<file path="src/rtl/lift_pkg.sv">
// lift_pkg: shared constants, floor type and dispatch state encoding for
// the two-car hall-call dispatcher.
package lift_pkg;

   localparam int N_FLOORS = 8;
   localparam int FLOOR_W  = 3;

   // Cost scale: floor distance plus a penalty for a car heading away.
   localparam int                COST_W       = 4;
   localparam logic [COST_W-1:0] COST_AWAY    = 4'd8;
   localparam logic [COST_W-1:0] COST_UNAVAIL = 4'd15;

   typedef logic [FLOOR_W-1:0] floor_t;

   typedef enum logic [1:0] {
      ST_IDLE,
      ST_SCAN,
      ST_EVAL,
      ST_OFFER
   } dispatch_state_t;

endpackage

</file>
<file path="src/rtl/lift_cost_calc.sv">
// lift_cost_calc: combinational cost of sending one car to a target floor.
// Cost is the floor distance, plus a penalty when the car is travelling
// away from the target; an unavailable car reports the maximum cost.
module lift_cost_calc
   import lift_pkg::*;
(
   input  logic [FLOOR_W-1:0] i_car_floor,
   input  logic               i_car_up,
   input  logic               i_car_down,
   input  logic               i_car_avail,
   input  logic [FLOOR_W-1:0] i_target,
   output logic [COST_W-1:0]  o_cost
);

   floor_t w_dist;
   logic   w_away;

   // Distance, direction penalty and availability override.
   always_comb begin
      w_dist = (i_car_floor >= i_target) ? (i_car_floor - i_target)
                                         : (i_target - i_car_floor);
      w_away = (i_car_up   && (i_target < i_car_floor)) ||
               (i_car_down && (i_target > i_car_floor));
      if (!i_car_avail) begin
         o_cost = COST_UNAVAIL;
      end else begin
         o_cost = COST_W'(w_dist) + (w_away ? COST_AWAY : '0);
      end
   end

endmodule

</file>
<file path="src/rtl/lift_dispatcher.sv">
// lift_dispatcher: hall-call dispatcher for a two-car lift bank.
// Latches hall calls into a pending register, picks one pending floor at a
// time round-robin, assigns it to the cheaper available car and offers it
// over a valid/ready handshake.
// Build option: define DISPATCH_AGING_EN to add a 4-bit age counter per
// floor; a pending floor whose age has saturated overrides the round-robin
// pick (lowest such floor first).
module lift_dispatcher #(
   parameter int N_FLOORS = lift_pkg::N_FLOORS,
   parameter int FLOOR_W  = lift_pkg::FLOOR_W
) (
   input  logic                   clk,
   input  logic                   reset,
   input  logic                   call_valid,
   input  logic [FLOOR_W-1:0]     call_floor,
   input  logic [2*FLOOR_W-1:0]   car_floor,
   input  logic [1:0]             car_up,
   input  logic [1:0]             car_down,
   input  logic [1:0]             car_avail,
   output logic [1:0]             assign_valid,
   output logic [2*FLOOR_W-1:0]   assign_floor,
   input  logic [1:0]             assign_ready,
   output logic [N_FLOORS-1:0]    pending
);
   import lift_pkg::*;

   localparam int IDX_W = FLOOR_W + 1;

   dispatch_state_t             r_state, w_state_next;
   logic [N_FLOORS-1:0]         r_pending, w_pending_next;
   logic [N_FLOORS-1:0]         w_set_mask, w_clr_mask;
   logic [FLOOR_W-1:0]          r_target, w_target_next;
   logic [FLOOR_W-1:0]          r_rr_ptr, w_rr_ptr_next;
   logic                        r_sel, w_sel_next;
   logic [1:0]                  r_assign_valid, w_assign_valid_next;
   logic [2*FLOOR_W-1:0]        r_assign_floor, w_assign_floor_next;
   logic [FLOOR_W-1:0]          w_rr_floor, w_scan_floor, w_target_inc;
   logic [IDX_W-1:0]            w_rr_idx;
   logic [1:0][COST_W-1:0]      w_cost;
   logic                        w_hs, w_pick;

   // One cost calculator per car, both evaluating the latched target.
   for (genvar gi = 0; gi < 2; gi++) begin : g_cost
      lift_cost_calc u_cost (
         .i_car_floor (car_floor[gi*FLOOR_W +: FLOOR_W]),
         .i_car_up    (car_up[gi]),
         .i_car_down  (car_down[gi]),
         .i_car_avail (car_avail[gi]),
         .i_target    (r_target),
         .o_cost      (w_cost[gi])
      );
   end

   assign w_hs         = |(r_assign_valid & assign_ready);
   assign w_target_inc = (r_target == FLOOR_W'(N_FLOORS - 1)) ? '0 : r_target + 1'b1;
   // Car 1 only when car 0 is out, or both are in and car 1 is strictly cheaper.
   assign w_pick       = !car_avail[0] | (car_avail[1] & (w_cost[1] < w_cost[0]));

   // Pending update: a new call sets its bit and beats a same-cycle clear.
   always_comb begin
      w_set_mask = '0;
      w_clr_mask = '0;
      if (call_valid) w_set_mask[call_floor] = 1'b1;
      if (w_hs)       w_clr_mask[r_target]   = 1'b1;
      w_pending_next = (r_pending & ~w_clr_mask) | w_set_mask;
   end

   // Round-robin pick: first pending floor at or above r_rr_ptr, wrapping.
   always_comb begin
      w_rr_floor = r_rr_ptr;
      w_rr_idx   = '0;
      for (int i = N_FLOORS - 1; i >= 0; i--) begin
         w_rr_idx = {1'b0, r_rr_ptr} + IDX_W'(i);
         if (w_rr_idx >= IDX_W'(N_FLOORS)) w_rr_idx = w_rr_idx - IDX_W'(N_FLOORS);
         if (r_pending[w_rr_idx[FLOOR_W-1:0]]) w_rr_floor = w_rr_idx[FLOOR_W-1:0];
      end
   end

`ifdef DISPATCH_AGING_EN
   localparam logic [3:0] AGE_MAX = 4'd15;

   logic [N_FLOORS-1:0][3:0] r_age, w_age_next;
   logic                     w_age_hit;
   logic [FLOOR_W-1:0]       w_age_floor;

   for (genvar gi = 0; gi < N_FLOORS; gi++) begin : g_age
      assign w_age_next[gi] = !r_pending[gi]          ? 4'd0 :
                              (r_age[gi] == AGE_MAX)  ? AGE_MAX : r_age[gi] + 4'd1;
   end

   // Age counters: count while pending, saturate, clear when not pending.
   always_ff @(posedge clk) begin
      if (reset) r_age <= '0;
      else       r_age <= w_age_next;
   end

   // Lowest floor that is still pending and has a saturated age.
   always_comb begin
      w_age_hit   = 1'b0;
      w_age_floor = '0;
      for (int i = N_FLOORS - 1; i >= 0; i--) begin
         if (r_pending[i] && (r_age[i] == AGE_MAX)) begin
            w_age_hit   = 1'b1;
            w_age_floor = FLOOR_W'(i);
         end
      end
   end

   assign w_scan_floor = w_age_hit ? w_age_floor : w_rr_floor;
`else
   assign w_scan_floor = w_rr_floor;
`endif

   // Dispatch FSM next state and registered-output next values.
   always_comb begin
      w_state_next        = r_state;
      w_target_next       = r_target;
      w_rr_ptr_next       = r_rr_ptr;
      w_sel_next          = r_sel;
      w_assign_valid_next = r_assign_valid;
      w_assign_floor_next = r_assign_floor;
      case (r_state)
         ST_IDLE: begin
            if ((r_pending != '0) || call_valid) w_state_next = ST_SCAN;
         end
         ST_SCAN: begin
            if (r_pending == '0) begin
               w_state_next = ST_IDLE;
            end else begin
               w_target_next = w_scan_floor;
               w_state_next  = ST_EVAL;
            end
         end
         ST_EVAL: begin
            if (car_avail == 2'b00) begin
               // Nobody can take it: move past it and keep it pending.
               w_rr_ptr_next = w_target_inc;
               w_state_next  = ST_SCAN;
            end else begin
               w_sel_next          = w_pick;
               w_assign_valid_next = {w_pick, ~w_pick};
               w_assign_floor_next = w_pick ? {r_target, {FLOOR_W{1'b0}}}
                                            : {{FLOOR_W{1'b0}}, r_target};
               w_state_next        = ST_OFFER;
            end
         end
         ST_OFFER: begin
            if (w_hs) begin
               w_rr_ptr_next       = w_target_inc;
               w_assign_valid_next = '0;
               w_assign_floor_next = '0;
               w_state_next        = ST_SCAN;
            end else if (!car_avail[r_sel]) begin
               // Car withdrew before accepting: retract, call stays pending.
               w_assign_valid_next = '0;
               w_assign_floor_next = '0;
               w_state_next        = ST_SCAN;
            end
         end
         default: w_state_next = ST_IDLE;
      endcase
   end

   // State, pending and output registers.
   always_ff @(posedge clk) begin
      if (reset) begin
         r_state        <= ST_IDLE;
         r_pending      <= '0;
         r_target       <= '0;
         r_rr_ptr       <= '0;
         r_sel          <= 1'b0;
         r_assign_valid <= '0;
         r_assign_floor <= '0;
      end else begin
         r_state        <= w_state_next;
         r_pending      <= w_pending_next;
         r_target       <= w_target_next;
         r_rr_ptr       <= w_rr_ptr_next;
         r_sel          <= w_sel_next;
         r_assign_valid <= w_assign_valid_next;
         r_assign_floor <= w_assign_floor_next;
      end
   end

   assign assign_valid = r_assign_valid;
   assign assign_floor = r_assign_floor;
   assign pending      = r_pending;

endmodule

</file>
<file path="config.mk">
export PLATFORM = sky130hd
export DESIGN_NAME = lift_dispatcher
export DESIGN_NICKNAME = d
export VERILOG_FILES = /design/src/rtl/lift_pkg.sv /design/src/rtl/lift_cost_calc.sv /design/src/rtl/lift_dispatcher.sv
export SDC_FILE = /design/constraint.sdc
export NUM_CORES = 1
export LEC_CHECK = 0
export ABC_AREA = 1
export BUFFER_PORTS_ARGS = -buffer_cell sky130_fd_sc_hd__buf_4
export CAP_MARGIN = 10
export CELL_PAD_IN_SITES_DETAIL_PLACEMENT = 0
export CELL_PAD_IN_SITES_GLOBAL_PLACEMENT = 1
export CORE_ASPECT_RATIO = 0.5
export CORE_MARGIN = 2
export CORE_UTILIZATION = 41
export CTS_CLUSTER_DIAMETER = 50
export DETAILED_ROUTE_END_ITERATION = 8
export PLACE_DENSITY_LB_ADDON = 0.05
export SYNTH_ARGS = -nofsm -noshare
export SYNTH_HDL_FRONTEND = slang
export SYNTH_HIERARCHICAL = 1
export SYNTH_SLANG_ARGS = --single-unit
</file>
<file path="constraint.sdc">
create_clock -name clk -period 3.4 [get_ports clk]
set_input_delay 0.68 -clock clk [delete_from_list [all_inputs] [get_ports clk]]
set_output_delay 0.68 -clock clk [all_outputs]
set_load 0.01 [all_outputs]
</file>
==> results.cfg, run 1 <==
[sta]
finClkSkew_ps = 3.849
tightest_slew_ps = 466.5
setup_viol = 0
rsz0062_at_grt = no
period_minus_slack_ps = 2773
setup_ws_ps = 626.7
finalCritPeriodShare_pct = 81.57
tns_ps = 0
fmax_ghz = 0.3606
final_max_slew_viol_count = 0
slew_headroom_pct = 68.86
hold_viol = 0
whs_ps = 468.2

[floorplanning]
initial_core_util_pct = 42.51
die_h_um = 60.15
dieArea_um2 = 6994
rows = 20
die_width_um = 116.3
fp.coreArea_um2 = 6081
ios = 36

[worst_hold_path]
hp-class = reg2reg

[power_and_ir_drop]
clock_power_share_pct = 26.7
p_sw_uw = 353.7
switching_share_pct = 36.41
p_int_uw = 617.8
p_leak_uw = 0.001493
vdd_drop_max_mv = 0.1487
sequentialPowerShare_pct = 33.8
power.density_nw_per_um2 = 327.3
p_comb_share_pct = 39.5

[clock_tree]
cts-root-buf = clkbuf_16
cts_setup_buffers = 0
clkLatencyLatePin_ps = 260
hold_buffers = 0
cts_made_buffers = 3
cts_tree = yes
cts_resized = 0
clockBufferDepth = 2
cts.clk_slew.worst_paths_ps = 60
h-tree-depth = 1
numClockSinks = 25

[setup_path]
crit_fanout = 5
critPathBufInv = 2
critical_path_required_ps = 3590
reg2reg_slack_ps = 630
cp-start-kind = flip-flop
crit_arrival_ps = 2960
crit_type = reg2reg
crit_slowest_cell = dfxtp_1
cp-end-kind = flip-flop
crit_path_frequent_cell = nand3_1
cp_cell_sequence = inv_1 -> ha_1 -> fa_1 -> inv_1 -> nand3_1 -> nand3_1 -> ha_1 -> a21boi_0 -> o211ai_1 -> nand3_1 -> nand2_1 -> nor3_1 -> nand2_1 -> a21oi_1
cpLargestDelayFamily = adder cells
slowest_delay_ps = 490

[yosys]
yosysWarnings = 6
synthCells = 387
synth_area_leader_cell = dfxtp_1
yosysSeqAreaShare_pct = 19.36
synth_nets = 434
yosys.area_share.adder_pct = 14.23
avgSynthCellArea_um2 = 6.680
async_reset_ff_share_pct = 0
synth.distinct_cells = 36
synth.area.mux_share_pct = 0
synth_edf_count = 0
syn_area_um2 = 2585
synthSimpleGateAreaFrac_pct = 35.87
synth_area_leaders = dfxtp_1 19%, nand2_1 13%, ha_1 11%, inv_1 10%, nand3_1 8.5%
synth_ff_type = dfxtp_1
synth_top_cell_area_share_pct = 19.36
synth_top_family_by_area = simple AND/OR/NAND/NOR gates
synth-xor-area-share_pct = 1.985
synth_seq_cells = 25
synth_compound_area_share_pct = 13.60

[detailed_routing]
m1WireLength_mm = 2.997
drt_wl_total_mm = 6.342
wl_per_cell_um = 12.53
postRouteAntennaNets = 0
first_iter_violations = 103
route.detailed.drc = 0
drt-vias-per-instance = 4.891
met2_length_mm = 3.071
dr.pass1.iters = 4
highest_layer = met4
vias = 2475
met3_length_um = 152

[outcome]
status = completed

[global_routing]
grt_max_degree = 26
grt_pass1_wl_mm = 10.72
gr-total-overflow = 0
grt_pass1_vias = 2384
antenna_found_initial = 0
grt_util_all_layers_pct = 19.49

[place]
hpwlAfterDp_mm = 5.088
dp_slack_ps = 390.2
port_buffers = 35
place_congestion = 0.8107

[finish]
area_growth_pct = 14.81
fillers = 651
drive_gt1_share_pct = 20.10
final_nets = 466
antenna_cells = 0
fin_util_pct = 48.81

[run]
maxCapViolations = 0
[cell usage in the layout, fill, tap and decap left out, drive strengths merged, types with 4 or more instances in the layout]
master,n
nand2,108
inv,74
nand3,58
buf,39
a21oi,33
dfxtp,25
ha,23
nor2,19
o41ai,8
a211oi,4
fa,4
clkbuf,4
[registers in the layout (all words and copies together) (netlist names)]
| register | cells |
|---|---|
| assign_valid | 2 |
| pending | 8 |
| r_sel | 1 |
| r_target | 3 |
| assign_floor | 6 |
| r_rr_ptr | 3 |
| r_state | 2 |
[synth_stat cells (all sizes together), types with 2 or more instances]
library cell	count
a31oi	2
o41ai	8
clkbuf	2
o21ai	3
dfxtp	25
nand2	108
fa	4
xnor2	3
nor3	2
nor2	19
xor2	2
ha	23
a211oi	4
buf	10
inv	74
a21oi	33
nand3	58
[power by group through the flow]
stage | clock [µW] | combinational [µW] | sequential (µW)
after floorplan | 0 | 302 | 327
after global placement | 0 | 378 | 335
after detailed placement | 0 | 384 | 335
after CTS | 262 | 386 | 329
after global routing | 276 | 443 | 331
final | 259 | 384 | 329
[worst paths after layout]
kind,from,end,depth (start not counted)
worst max register to register,r_target[0],assign_floor[0],14
worst min-delay path,assign_floor[5],assign_floor[5],2
worst min register to register,assign_floor[5],assign_floor[5],2
worst max-delay path,r_target[0],assign_floor[0],14
[logic make-up (layout without fill, tap and decap cells)]
kind of cell | count (synthesis) | after routing
AND/OR/NAND/NOR | 189 | 189
buffers and inverters | 87 | 118
AO/OA/AOI/OAI | 54 | 54
adder cells (fa/ha/maj) | 27 | 27
flip-flops | 25 | 25
XOR/XNOR | 5 | 5
[per-stage QoR]
stage	area, µm²	std cells	power (µW)
4_1_cts	2968	506	977.5
3_3_place_gp	2889	502	713.4
5_1_grt	2968	506	1050
2_1_floorplan	2585	387	629.4
3_5_place_dp	2889	502	719.0
6_report	2968	506	971.5
[per-layer routing]
layer  up-vias  track usage, %
met4         0           6.633
met5         -               0
li1       1303               -
met2        29           35.71
met3        10           1.217
met1      1133           24.76
[worst register-to-register path, stage by stage, from the launching register on]
cell and delay [ps]:
dfxtp_1 490, inv_1 90, ha_1 210, fa_1 490, inv_1 40, nand3_1 70, nand3_1 80, ha_1 270
a21boi_0 170, o211ai_1 100, nand3_1 70, nand2_1 80, nor3_1 330, nand2_1 100, a21oi_1 130
[layout make-up]
cell class                 count  area, µm²  area share [%]
sequential                    25      500.5           16.86
timing repair buffer          39      292.8           9.865
tap                           88      110.1           3.710
multi-input combinational    275       1698           57.21
inverter                      75      287.8           9.696
clock buffer                   4      78.83           2.656
(Power assumes the default switching activity.)
==> inputs of run 2 (changes only) <==
--- a/config.mk
+++ b/config.mk
@@ -5,14 +5,14 @@
 export SDC_FILE = /design/constraint.sdc
 export NUM_CORES = 1
 export LEC_CHECK = 0
-export ABC_AREA = 1
+export ABC_AREA = 0
 export BUFFER_PORTS_ARGS = -buffer_cell sky130_fd_sc_hd__buf_4
 export CAP_MARGIN = 10
 export CELL_PAD_IN_SITES_DETAIL_PLACEMENT = 0
 export CELL_PAD_IN_SITES_GLOBAL_PLACEMENT = 1
 export CORE_ASPECT_RATIO = 0.5
 export CORE_MARGIN = 2
-export CORE_UTILIZATION = 41
+export CORE_UTILIZATION = 44
 export CTS_CLUSTER_DIAMETER = 50
 export DETAILED_ROUTE_END_ITERATION = 8
 export PLACE_DENSITY_LB_ADDON = 0.05
==> constraint.sdc (replaced) <==
create_clock -name clk -period 2.65 [get_ports clk]
set_input_delay 0.53 -clock clk [delete_from_list [all_inputs] [get_ports clk]]
set_output_delay 0.53 -clock clk [all_outputs]
set_load 0.01 [all_outputs]
==> results.cfg, run 2 <==
[clock_tree]
clockBufferDepth = 2
clkLatencyLatePin_ps = 260
cts.clk_slew.worst_paths_ps = 60
cts-root-buf = clkbuf_16
h-tree-depth = 1
cts_made_buffers = 3
numClockSinks = 25
cts_tree = yes

[detailed_routing]
drt_wl_total_mm = 6.708
dr.pass1.iters = 4
vias = 2484
first_iter_violations = 165
route.detailed.drc = 0
postRouteAntennaNets = 0
drt-vias-per-instance = 5.845
wl_per_cell_um = 15.78

[setup_path]
slowest_delay_ps = 460
crit_fanout = 5
critPathBufInv = 3
r2r-end = assign_valid[0]
crit_arrival_ps = 2790
cp_cell_sequence = buf_8 -> inv_12 -> ha_4 -> fa_1 -> mux2_4 -> nand2_1 -> inv_1 -> ha_1 -> a21o_1 -> a21o_1 -> a211o_1 -> a32oi_1 -> nor2_1
cp-end-kind = flip-flop
critical_path_required_ps = 2790
regToRegStartpoint = r_target[0]
reg2reg_slack_ps = 0
crit_type = in2reg
crit_slowest_cell = fa_1
crit_path_frequent_cell = a21o_1
cp-start-kind = input port
cpLargestDelayFamily = adder cells
reg2reg_depth = 12

[yosys]
synthCells = 302
synth_top_cell_area_share_pct = 19.38
avgSynthCellArea_um2 = 8.551
synth_area_leaders = dfxtp_1 19%, mux4_2 11%, ha_1 11%, a21oi_1 4.8%, inv_1 4.5%
synth_area_leader_cell = dfxtp_1
synth_edf_count = 0
synth_seq_cells = 25
ys_top_cells_by_count = 31 x inv_1, 30 x nand2_1, 25 x a21oi_1, 25 x dfxtp_1, 23 x ha_1
async_reset_ff_share_pct = 0
yosysWarnings = 6
synth_ff_type = dfxtp_1
syn_area_um2 = 2582
synthMostInstantiatedCell = inv_1
yosysSeqAreaShare_pct = 19.38
synth_nets = 349
synth.distinct_cells = 52

[place]
place_congestion = 0.8489
port_buffers = 35
hpwlAfterDp_mm = 5.060
place_inst = 419
placed_area_um2 = 3097

[finish]
area_growth_pct = 26.45
final_nets = 400
drive_gt1_share_pct = 31.53
fin_cells = 425
antenna_cells = 0
fin_area_um2 = 3266
layout_common_cells = 56 x buf_4, 30 x nand2_1, 29 x inv_1
largest_register_ffs = 8
layout_commonest_cell = buf_4

[outcome]
status = finished, violations left
violations = negative setup slack

[floorplanning]
dieArea_um2 = 6535
ios = 36
rows = 19
die_width_um = 112.3
initial_core_util_pct = 46.42
die_h_um = 58.17
fp.coreArea_um2 = 5563

[sta]
fmax_ghz = 0.3766
setup_ws_ps = -5.122
tightest_slew_ps = 676.2
finClkSkew_ps = 2.889
setup_viol = 1
hold_viol = 0
slew_headroom_pct = 54.86
finalCritPeriodShare_pct = 100.2
rsz0062_at_grt = yes
period_minus_slack_ps = 2655
final_max_slew_viol_count = 0

[worst_hold_path]
worstHoldPathCells = 2
hp-class = reg2reg
min_to = assign_floor[3]
min_from = assign_floor[3]

[global_routing]
grt_util_all_layers_pct = 20.61
antenna_found_initial = 0
grt_max_degree = 27
grt_pass1_wl_mm = 11.02
gr-total-overflow = 0
grt_pass1_vias = 2319

[power_and_ir_drop]
p_sw_uw = 413.0
power.density_nw_per_um2 = 388.6
clock_power_share_pct = 26.1
p_comb_share_pct = 40.3
p_int_uw = 856.0
p_leak_uw = 0.001330
vdd_drop_max_mv = 0.2775
sequentialPowerShare_pct = 33.6
switching_share_pct = 32.54
p_total_uw = 1269

[run]
maxCapViolations = 0
==> run 2: kinds of logic (layout without fill, tap and decap cells) <==
family / after synthesis / in the layout / share of synthesized area [%]
XOR/XNOR: 3 / 3 / 1.308
AO/OA/AOI/OAI: 88 / 88 / 22.63
flip-flops: 25 / 25 / 19.38
AND/OR/NAND/NOR: 84 / 84 / 15.55
buffers and inverters: 42 / 92 / 6.541
multiplexers: 33 / 33 / 20.35
adder cells (fa/ha/maj): 27 / 27 / 14.24
==> run 2: final cells by class <==
cell class              instances  area [µm²]
multi-input cells             235        2019
inverters                      31       128.9
fillers                       509        2297
well taps                      73       91.34
repair buffers                 57       435.4
flip-flops and latches         25       511.7
clock buffers                   4       78.83
==> run 2: power groups by stage <==
| stage | logic, µW | clock network [µW] | registers, µW |
|---|---|---|---|
| detailed placement | 475 | 0 | 432 |
| floorplan | 314 | 0 | 427 |
| global placement | 465 | 0 | 431 |
| finish | 511 | 331 | 427 |
| global route | 571 | 354 | 430 |
| CTS | 490 | 340 | 425 |
==> run 2: tightest hold or removal path, delay by kind of cell (launching register included) <==
kind / cells / cell delay, ps
flip-flops: 1 / 310
AND/OR/NAND/NOR: 1 / 50
AO/OA/AOI/OAI: 1 / 50
==> run 2: per-stage QoR <==
stage	utilization, %	hold WS, ps	TNS, ps	setup WS, ps
2_1_floorplan	-	470.3	-125.8	-65.17
3_3_place_gp	55.67	444.4	-2449	-306.2
3_5_place_dp	55.67	445.2	-2642	-339.8
4_1_cts	58.07	452.4	-112.8	-75.43
5_1_grt	58.70	463.4	-548.4	-111.1
6_report	58.70	449.5	-5.122	-5.122
==> run 2: worst max-delay path by stage <==
stage	slack (ps)	cells after the start	endpoint	startpoint
3_5_place_dp	-340	12	r_sel	car_floor[0]
4_1_cts	-80	12	assign_valid[0]	r_target[0]
2_1_floorplan	-70	12	assign_valid[0]	car_floor[0]
6_report	-5	13	assign_valid[0]	car_floor[0]
5_1_grt	-110	12	assign_valid[0]	r_target[0]
3_3_place_gp	-310	13	assign_valid[0]	car_floor[0]
==> run 2: timing repair <==
action                     CTS  global route
hold buffers                 0             0
buffers inserted             1             1
setup endpoints to repair    9            10
pin swaps                   10             8
resized for setup           12             6
==> run 2: routing by layer <==
metal  GRT usage, %  vias up  wire, µm
li1               -     1216         -
met1          27.87     1194      3120
met2          36.66       72      3205
met3          2.510        2       355
met4          3.484        0        27
met5              0        -         0
==> inputs of run 3 (changes only) <==
--- a/config.mk
+++ b/config.mk
@@ -12,9 +12,10 @@
 export CELL_PAD_IN_SITES_GLOBAL_PLACEMENT = 1
 export CORE_ASPECT_RATIO = 0.5
 export CORE_MARGIN = 2
-export CORE_UTILIZATION = 44
+export CORE_UTILIZATION = 41
 export CTS_CLUSTER_DIAMETER = 50
 export DETAILED_ROUTE_END_ITERATION = 8
+export GPL_TIMING_DRIVEN = 0
 export PLACE_DENSITY_LB_ADDON = 0.05
 export SYNTH_ARGS = -nofsm -noshare
 export SYNTH_HDL_FRONTEND = slang
==> results.cfg, run 3 (same netlist as run 2, synthesis figures left out) <==
[run]
maxCapViolations = 0

[finish]
antenna_cells = 0
drive_gt1_share_pct = 33.14
fin_cells = 441
largest_register_ffs = 8
fin_util_pct = 54.77
final_nets = 401
area_growth_pct = 28.97
layout_common_cells = 46 x buf_4, 29 x nand2_1, 26 x inv_1
layout_commonest_cell = buf_4

[place]
dp_slack_ps = -397.6
port_buffers = 34
hpwlAfterDp_mm = 4.993
place_congestion = 0.8124
place_inst = 424

[setup_path]
critical_path_required_ps = 2780
cpLargestDelayFamily = compound AO/OA/AOI/OAI gates
crit_type = reg2reg
slowest_delay_ps = 430
crit_arrival_ps = 2880
crit_slowest_cell = fa_2
cp-end-kind = flip-flop
cp-start-kind = flip-flop
critPathBufInv = 2
crit_fanout = 5
cp-startpoint = r_target[0]
regToRegStartpoint = r_target[0]
cp_cell_sequence = inv_2 -> ha_4 -> fa_2 -> mux2_4 -> nand2_2 -> inv_2 -> ha_4 -> a21o_1 -> a21o_1 -> a211o_4 -> a32oi_2 -> nor2_1

[global_routing]
grt_max_degree = 14
grt_pass1_vias = 2324
antenna_found_initial = 0
gr-total-overflow = 0
grt_pass1_wl_mm = 11.26
grt_util_all_layers_pct = 20.40

[sta]
fmax_ghz = 0.3647
finalCritPeriodShare_pct = 103.5
rsz0062_at_grt = yes
hold_viol = 0
setup_viol = 9
period_minus_slack_ps = 2742
setup_ws_ps = -91.97
tns_ps = -451.7
tightest_slew_ps = 738.5
finClkSkew_ps = 3.922
final_max_slew_viol_count = 0
whs_ps = 454.1
slew_headroom_pct = 50.55

[detailed_routing]
route.detailed.drc = 0
dr.pass1.iters = 4
vias = 2467
drt_wl_total_mm = 7.029
first_iter_violations = 115
drt-vias-per-instance = 5.594
wl_per_cell_um = 15.94
postRouteAntennaNets = 0

[floorplanning]
initial_core_util_pct = 42.47
rows = 20
fp.coreArea_um2 = 6081
ios = 36
dieArea_um2 = 6988
die_h_um = 60.12
die_width_um = 116.2

[clock_tree]
numClockSinks = 25
clockBufferDepth = 2
hold_buffers = 0
cts.clk_slew.worst_paths_ps = 60
clkLatencyLatePin_ps = 260
cts-root-buf = clkbuf_16
h-tree-depth = 1
cts_tree = yes
cts_made_buffers = 3

[worst_hold_path]
hp-class = reg2reg
min_from = assign_floor[3]

[outcome]
violations = negative setup slack
status = finished, violations left

[power_and_ir_drop]
power.density_nw_per_um2 = 380.5
vdd_drop_max_mv = 0.2381
p_leak_uw = 0.001325
[run 3: cell type report]
| type | count | area [µm²] |
|---|---|---|
| buffer | 10 | 51.30 |
| clock buffer | 4 | 78.83 |
| fill | 576 | 2750 |
| inverter | 31 | 128.9 |
| multi-input combinational | 235 | 2087 |
| sequential | 25 | 513.0 |
| tap | 88 | 110.1 |
| timing repair buffer | 48 | 361.6 |
[run 3: per-stage QoR]
| step | total power (µW) | cell area (µm²) |
|---|---|---|
| 2_1_floorplan | 741.0 | 2646 |
| 3_3_place_gp | 856.1 | 3012 |
| 3_5_place_dp | 864.8 | 3012 |
| 4_1_cts | 1212 | 3156 |
| 5_1_grt | 1352 | 3331 |
| 6_report | 1267 | 3331 |
[run 3: where the power goes]
group / switching, µW / internal, µW / total [µW]
combinational: 255 / 244 / 499
clock: 130 / 206 / 335
sequential: 40.0 / 393 / 433
total: 425 / 843 / 1270
[run 3: tightest hold or removal path, delay by kind of cell (launching register included)]
kind | cells | cell delay, ps
AND/OR/NAND/NOR | 1 | 50
AO/OA/AOI/OAI | 1 | 50
flip-flops | 1 | 310
[run 3: routing by layer]
| layer | up-vias | share of wire (%) | GRT usage [%] |
|---|---|---|---|
| li1 | 1215 | - | - |
| met1 | 1185 | 47 | 27.37 |
| met2 | 61 | 48 | 36.88 |
| met3 | 6 | 3.8 | 1.826 |
| met4 | 0 | 0.46 | 3.401 |
| met5 | - | 0 | 0 |
[run 3: worst paths after layout]
kind / to / slack, ps / cells past startpoint
setup / recovery: assign_valid[0] / -90 / 12
hold / removal: assign_floor[3] / 450 / 2
setup reg to reg: assign_valid[0] / -90 / 12
hold reg to reg: assign_floor[3] / 450 / 2
[run 3: timing repair]
item / in CTS / in global routing
endpoints found under the setup margin: 12 / 12
setup buffers: 1 / 13
gates resized for setup: 18 / 17
pin swaps: 6 / 14
